## src/rtl/ps2_rx_fifo.sv

```systemverilog
`default_nettype none
// ============================================================================
// Module      : ps2_rx_fifo
// Description : PS/2 keyboard frame receiver feeding a first-word-fall-through
//               byte FIFO with overflow and frame-error reporting.
// Revision    : 1.0 - initial release
// ============================================================================
module ps2_rx_fifo #(
    parameter int FIFO_DEPTH     = 8,
    parameter int TIMEOUT_CYCLES = 100000
) (
    input  logic                          clk,
    input  logic                          rst,
    input  logic                          ps2_clk,
    input  logic                          ps2_data,
    input  logic                          rd_en,
    output logic [7:0]                    data,
    output logic                          ready,
    output logic [$clog2(FIFO_DEPTH):0]   count,
    output logic                          overflow,
    output logic                          frame_err
);

    localparam int                c_AW       = $clog2(FIFO_DEPTH);
    localparam int                c_TO_W     = $clog2(TIMEOUT_CYCLES + 1);
    localparam logic [c_AW:0]     c_DEPTH    = (c_AW + 1)'(FIFO_DEPTH);
    localparam logic [c_TO_W-1:0] c_TO_MAX   = c_TO_W'(TIMEOUT_CYCLES);
    localparam logic [3:0]        c_STOP_IDX = 4'd10;

    logic              r_clk_s1, r_clk_s2, r_clk_prev;
    logic              r_dat_s1, r_dat_s2;
    logic [9:0]        r_shift;
    logic [3:0]        r_bit_cnt;
    logic [c_TO_W-1:0] r_to_cnt;
    logic              r_frame_err;
    logic              r_overflow;
    logic [7:0]        r_mem [FIFO_DEPTH];
    logic [c_AW-1:0]   r_wr_ptr, r_rd_ptr;
    logic [c_AW:0]     r_count;

    logic w_fall, w_eval, w_frame_ok, w_push, w_bad, w_timeout;
    logic w_pop, w_full, w_wr, w_drop;

    // Lines idle high, so the synchroniser resets to 1 to avoid a false edge.
    always_ff @(posedge clk) begin
        if (!rst) begin
            r_clk_s1   <= 1'b1;
            r_clk_s2   <= 1'b1;
            r_clk_prev <= 1'b1;
            r_dat_s1   <= 1'b1;
            r_dat_s2   <= 1'b1;
        end else begin
            r_clk_s1   <= ps2_clk;
            r_clk_s2   <= r_clk_s1;
            r_clk_prev <= r_clk_s2;
            r_dat_s1   <= ps2_data;
            r_dat_s2   <= r_dat_s1;
        end
    end

    assign w_fall = r_clk_prev & ~r_clk_s2;
    assign w_eval = w_fall && (r_bit_cnt == c_STOP_IDX);

    // Shift register holds start at [0], d0..d7 at [8:1], parity at [9];
    // the stop bit is taken straight from the synchroniser.
    assign w_frame_ok = ~r_shift[0] & r_dat_s2 & (^r_shift[9:1]);
    assign w_push     = w_eval & w_frame_ok;
    assign w_bad      = w_eval & ~w_frame_ok;
    assign w_timeout  = (r_bit_cnt != 4'd0) && !w_fall && (r_to_cnt == c_TO_MAX);

    always_ff @(posedge clk) begin
        if (!rst) begin
            r_shift   <= '0;
            r_bit_cnt <= '0;
        end else if (w_fall) begin
            if (w_eval) begin
                r_bit_cnt <= '0;
            end else begin
                r_shift   <= {r_dat_s2, r_shift[9:1]};
                r_bit_cnt <= r_bit_cnt + 4'd1;
            end
        end else if (w_timeout) begin
            r_bit_cnt <= '0;
        end
    end

    always_ff @(posedge clk) begin
        if (!rst) begin
            r_to_cnt <= '0;
        end else if (w_fall || (r_bit_cnt == 4'd0) || w_timeout) begin
            r_to_cnt <= '0;
        end else begin
            r_to_cnt <= r_to_cnt + c_TO_W'(1);
        end
    end

    always_ff @(posedge clk) begin
        if (!rst) begin
            r_frame_err <= 1'b0;
        end else begin
            r_frame_err <= w_bad | w_timeout;
        end
    end

    // A pop in the same cycle frees the slot, so a full FIFO still accepts.
    assign w_pop  = rd_en && (r_count != '0);
    assign w_full = (r_count == c_DEPTH);
    assign w_wr   = w_push && (!w_full || w_pop);
    assign w_drop = w_push && w_full && !w_pop;

    always_ff @(posedge clk) begin
        if (w_wr) begin
            r_mem[r_wr_ptr] <= r_shift[8:1];
        end
    end

    always_ff @(posedge clk) begin
        if (!rst) begin
            r_wr_ptr   <= '0;
            r_rd_ptr   <= '0;
            r_count    <= '0;
            r_overflow <= 1'b0;
        end else begin
            if (w_wr) begin
                r_wr_ptr <= r_wr_ptr + c_AW'(1);
            end
            if (w_pop) begin
                r_rd_ptr <= r_rd_ptr + c_AW'(1);
            end
            case ({w_wr, w_pop})
                2'b10:   r_count <= r_count + (c_AW + 1)'(1);
                2'b01:   r_count <= r_count - (c_AW + 1)'(1);
                default: r_count <= r_count;
            endcase
            if (w_drop) begin
                r_overflow <= 1'b1;
            end
        end
    end

    assign data      = r_mem[r_rd_ptr];
    assign ready     = (r_count != '0);
    assign count     = r_count;
    assign overflow  = r_overflow;
    assign frame_err = r_frame_err;

endmodule
`default_nettype wire

```

## config.mk

```make
export PLATFORM = sky130hd
export DESIGN_NAME = ps2_rx_fifo
export DESIGN_NICKNAME = d
export VERILOG_FILES = /design/src/rtl/ps2_rx_fifo.sv
export SDC_FILE = /design/constraint.sdc
export NUM_CORES = 1
export LEC_CHECK = 0
export ABC_AREA = 1
export BUFFER_PORTS_ARGS = -buffer_cell sky130_fd_sc_hd__clkbuf_2
export CORE_AREA = 3 3 98 100
export CTS_BUF_LIST = sky130_fd_sc_hd__clkbuf_16
export CTS_CLUSTER_SIZE = 25
export DETAILED_ROUTE_END_ITERATION = 10
export DIE_AREA = 0 0 101 103
export GPL_ROUTABILITY_DRIVEN = 0
export GPL_TIMING_DRIVEN = 0
export PLACE_DENSITY = 0.73
export SYNTH_ARGS = -nofsm -noshare
export SYNTH_HDL_FRONTEND = slang
export SYNTH_SLANG_ARGS = --single-unit
```

## constraint.sdc

```tcl
create_clock -name clk -period 6.9 [get_ports clk]
set_input_delay 1.725 -clock clk [delete_from_list [all_inputs] [get_ports clk]]
set_output_delay 1.725 -clock clk [all_outputs]
set_load 0.01 [all_outputs]
```

# Yosys cells after proc, flatten, opt, wreduce, memory -nomap -nowiden
# Memory sizes are Yosys's and may differ from the RTL's. A register that Yosys moved wholly into a read port is not among the register bits.
# Index checks and enable logic that the tools add are counted.
word_totals:
  in_bits: 5
  ram_bits: 64
  register_bits: 48
  out_inout_bits: 15
  word_cells: 65
  memories: 1
classes:
  n_eq_ne: 5
  n_mux: 8
  bitwise_logic: 11
  reduce_logical: 21
  addsub: 6
mem_list:
  columns: ["name", "depth", "word_bits", "rd", "rd_ports_with_merged_regs", "write_ports", "line_no", "source"]
  rows:
  - ["r_mem", 8, 8, 1, 1, 1, "37", "logic [7:0] r_mem [FIFO_DEPTH];"]
op_table:
  columns: ["operator", "count"]
  rows:
  - ["$add 17x1->17 const B", 1]
  - ["$eq 17x17->1 const B", 1]
  - ["$mux 4", 3]
  - ["$reduce_xor 9->1", 1]
  - ["$add 4x1->4 const B", 2]
  - ["$eq 4x4->1 const B", 2]
  - ["$pmux 4 s2", 1]
  - ["$reduce_bool 4->1", 2]
  - ["$logic_and 1x1->1", 7]
  - ["$add 3x1->3 const B", 2]
  - ["$mux 3", 2]
  - ["$and 1x1->1", 5]
  - ["$not 1->1", 5]
  - ["$logic_not 4->1", 1]
  - ["$reduce_bool 2->1", 2]
  - ["$sub 4x1->4 const B", 1]
  - ["$logic_not 1->1", 3]
  - ["$logic_or 1x1->1", 3]
  - ["$eq 2x1->1 const B", 1]
  - ["$eq 2x2->1 const B", 1]
  - ["$mux 1", 2]
  - ["$reduce_and 2->1", 1]
  - ["$reduce_or 2->1", 1]
  - ["$or 1x1->1", 1]

# Longest topological paths before layout
logic_depth:
  depth_word: 7
  depth_mapped: 19
  ltp_nobuf: 19

# Worst setup path after synthesis
# No wires, ideal clock.
synth_path:
  kind: "input -> register"
  start: "in rd_en"
  end: "mem r_mem[0][0] (enable)"
  stages: 5
  required_time_ns: 6.517
  arrival_ns: 2.819
  setup_ns: 0.383
  path_buffers: 0
  slack_ns: 3.698
  cell_sequence: "nor3_1 > nor2_4 > inv_2 > or2_4 > nor3_1"
synth_via:
  elab_chain_cells: 5
synth_rtl:
  columns: ["item", "line_no", "source"]
  rows:
  - ["start: declaration", "16", "input logic rd_en,"]
  - ["$logic_and 1x1->1", "106", "assign w_pop = rd_en && (r_count != '0);"]
  - ["$logic_or 1x1->1", "108", "assign w_wr = w_push && (!w_full || w_pop);"]
  - ["$logic_and 1x1->1", "108", null]
  - ["$mux 1", "112", "if (w_wr) begin"]
  - ["$mux 1 (not written as such)", "113", "r_mem[r_wr_ptr] <= r_shift[8:1];"]
  - ["end: declaration", "37", null]
# No other way between the ends.

==> impl_metrics.toml <==
[grt]
grt_pass1_vias = 3456
top_usage_layer = "met2"
grt_use_met2_pct = 37.4
grt-ovfl-total = 0
grt_antenna_before_repair = 0
grt_start_max_net_pins = 17
use_met1_pct = 24.8
grt_use_total_pct = 21.1
use_met3_pct = 5.48
grt_pass1_wl_um = 16600

[logic_synthesis]
synthTopCellsByArea = "edfxtp_1 40%, dfxtp_1 21%, nor2_1 7.0%"
ys_seq_elements = 115
synth_common_cells = "90 x nor2_1, 64 x edfxtp_1, 63 x nand2_1"
async_reset_ff_share_pct = 0
synth_cells = 504
yosysWarningCount = 0
syn_avg_cell_area_um2 = 9.53
synth_top_cell_area_share_pct = 40.0
synth.yosys.seq_area_share_pct = 61.3
synth_area_leader_cell = "edfxtp_1"
syn_area_um2 = 4800
yosysMostFrequentCell = "nor2_1"
synth-edff-count = 64
synth_fp_nets = 517
ys_types = 27
synth_ff_type = "edfxtp_1"

[finish]
stdcell_count = 663
drive_gt1_share_pct = 12.6
fin_nets = 555
fin_util_pct = 64.5
synthToLayoutAreaGrowth_pct = 17.7
antenna_cells = 0

[routing]
vias_per_cell = 5.43
wl_per_cell_um = 15.3
antenna_left = 0
drtPass1Iterations = 4
routed_wirelength_um = 10200
drt-initial-drc-count = 238
route.detailed.drc = 0
vias = 3603

[pwr]
power_leakage_nw = 2.10
powerDensity_nw_per_um2 = 374
ir_worst_vdd_mv = 0.212

[sta]
fin_crit_ns = 3.98
hold_viol_final = 0
whs_ns = 0.413
setup_slack_ns = 2.92
setup_viol = 0
fin_crit_sh_pct = 57.7
grt_setup_unrepaired = "false"
slew-limit-headroom_pct = 9.70
worst_pin_slew_ns = 1.34
fin_skew_ns = 0.00886
finalSetupTns_ns = 0
drv_slew = 0
clock.fmax_mhz = 251

[clock_tree]
cts_setup_buffers = 0
cts.sinks = 115
clk_path_buf_depth = 2
cts_tree = "yes"
hold_buffers = 0
h-tree-depth = 4
clkLatencyLatePin_ns = 0.40
cts_buffers = 17
cts_root_buf = "clkbuf_16"
clk_pin_slew_ns = 0.05
cts_resized = 0

[place]
portBuffers = 19
dpl.hpwl_um = 6510
dp_cells = 631
dp_worst_setup_slack_ns = 3.02

[hold_path]
whs_path_depth = 1
hold_path.class = "reg2reg"
hp-start = "r_dat_s1$_SDFF_PN1_"
min_to = "r_dat_s2$_SDFF_PN1_"

[floorplan]
pin_count = 20
die_h_um = 103
dieArea_um2 = 10400
initial_core_util_pct = 54.8
core_um2 = 8760
die_w_um = 101
core.rowCount = 34

[setup_path]
startpoint_type = "register"
r2r_cells = 11
required_ns = 5.18
path_max_fanout = 10
rrSetupSlack_ns = 3.58
crit_path_end_kind = "output port"
crit_type = "reg2out"
critPathArrivalTime_ns = 2.26
timing.rr.end = "r_mem[2][7]$_DFFE_PP_"
timing.rr.start = "r_shift[5]$_SDFFE_PN0P_"

[run_status]
outcome = "finished, final reports clean"

[run]
max-cap-violations = 0
[area by class of cell]
cell class | count | area (um^2)
buffer | 13 | 48.8
clock buffer | 17 | 425
clock inverter | 15 | 189
fill | 689 | 3110
inverter | 52 | 195
multi-input combinational | 324 | 1620
sequential | 115 | 2940
tap | 108 | 135
timing repair buffer | 19 | 95.1
[layout by cell type, fill, tap and decap left out, types with 2 or more instances in the layout]
| master | netlist | routed |
|---|---|---|
| a21oi_1 | 30 | 30 |
| a31oi_1 | 9 | 9 |
| bufinv_16 | 0 | 4 |
| clkbuf_1 | 13 | 13 |
| clkbuf_16 | 0 | 17 |
| clkbuf_2 | 0 | 19 |
| clkinv_2 | 0 | 5 |
| clkinvlp_4 | 0 | 3 |
| dfxtp_1 | 51 | 51 |
| edfxtp_1 | 64 | 64 |
| ha_1 | 8 | 8 |
| inv_1 | 50 | 50 |
| inv_2 | 2 | 2 |
| nand2_1 | 63 | 63 |
| nand2_2 | 2 | 2 |
| nand3_1 | 14 | 14 |
| nand3_2 | 2 | 2 |
| nand4_1 | 4 | 4 |
| nor2_1 | 90 | 90 |
| nor2_2 | 2 | 2 |
| nor3_1 | 15 | 14 |
| nor3_2 | 4 | 5 |
| nor4_1 | 2 | 2 |
| o21ai_0 | 56 | 56 |
| o22ai_1 | 8 | 8 |
| or2_2 | 4 | 4 |
| xor2_1 | 6 | 6 |
[sequential cells by signal, indices dropped and copies added, names as in the netlist, 3 cells and up, named ones only]
register	cells
r_shift	10
r_mem	64
r_bit_cnt	4
r_rd_ptr	3
count	4
r_wr_ptr	3
r_to_cnt	17
[power by group]
| part | internal, mW | switching (mW) | leakage (nW) |
|---|---|---|---|
| Combinational | 0.146 | 0.278 | 0.802 |
| Sequential | 0.750 | 0.0381 | 1.00 |
| Clock | 0.600 | 0.304 | 0.296 |
[worst max-delay path by stage]
| stage | startpoint | end | slack, ns | cells past startpoint |
|---|---|---|---|---|
| 6_report | register | data[5] | 2.92 | 7 |
| 5_1_grt | register | data[5] | 2.81 | 7 |
| 4_1_cts | register | data[5] | 2.91 | 7 |
| 3_5_place_dp | rd_en | r_mem[2][4]$_DFFE_PP_ | 3.02 | 6 |
| 3_3_place_gp | rd_en | r_mem[2][6]$_DFFE_PP_ | 3.12 | 6 |
| 2_1_floorplan | rd_en | r_mem[0][0]$_DFFE_PP_ | 3.70 | 5 |
[kinds of logic after synthesis]
group                      count (synthesis)  synth area share [%]
and+or+nand+nor                          205                  18.9
AOI/OAI and AO/OA                        104                  11.3
adders and majority gates                  8                  2.09
buffers and inverters                     65                  5.08
xor gates and xnor gates                   7                  1.28
DFF                                      115                  61.3
[worst max-delay path, stage by stage (launching register included)]
cell,delay (ns)
dfxtp_1,0.39
inv_1,0.21
clkbuf_1,0.47
o21ai_0,0.17
o22ai_1,0.21
nor2_1,0.06
a31oi_1,0.18
clkbuf_2,0.16
[layer usage]
| layer | vias up | part of all wire, % | wire (um) |
|---|---|---|---|
| li1 | 1796 | - | - |
| met1 | 1664 | 42 | 4250 |
| met2 | 127 | 51 | 5180 |
| met3 | 16 | 5.8 | 593 |
| met4 | 0 | 1.2 | 125 |
| met5 | - | 0 | 0 |
[metrics by stage]
| step | total power, mW | instance area [um^2] |
|---|---|---|
| final | 2.12 | 5650 |
| after global routing | 2.21 | 5650 |
| after CTS | 2.12 | 5650 |
| after detailed placement | 1.22 | 5030 |
| after global placement | 1.21 | 5030 |
| after floorplan | 1.08 | 4800 |
No activity file was read; power rests on OpenSTA's default activity.
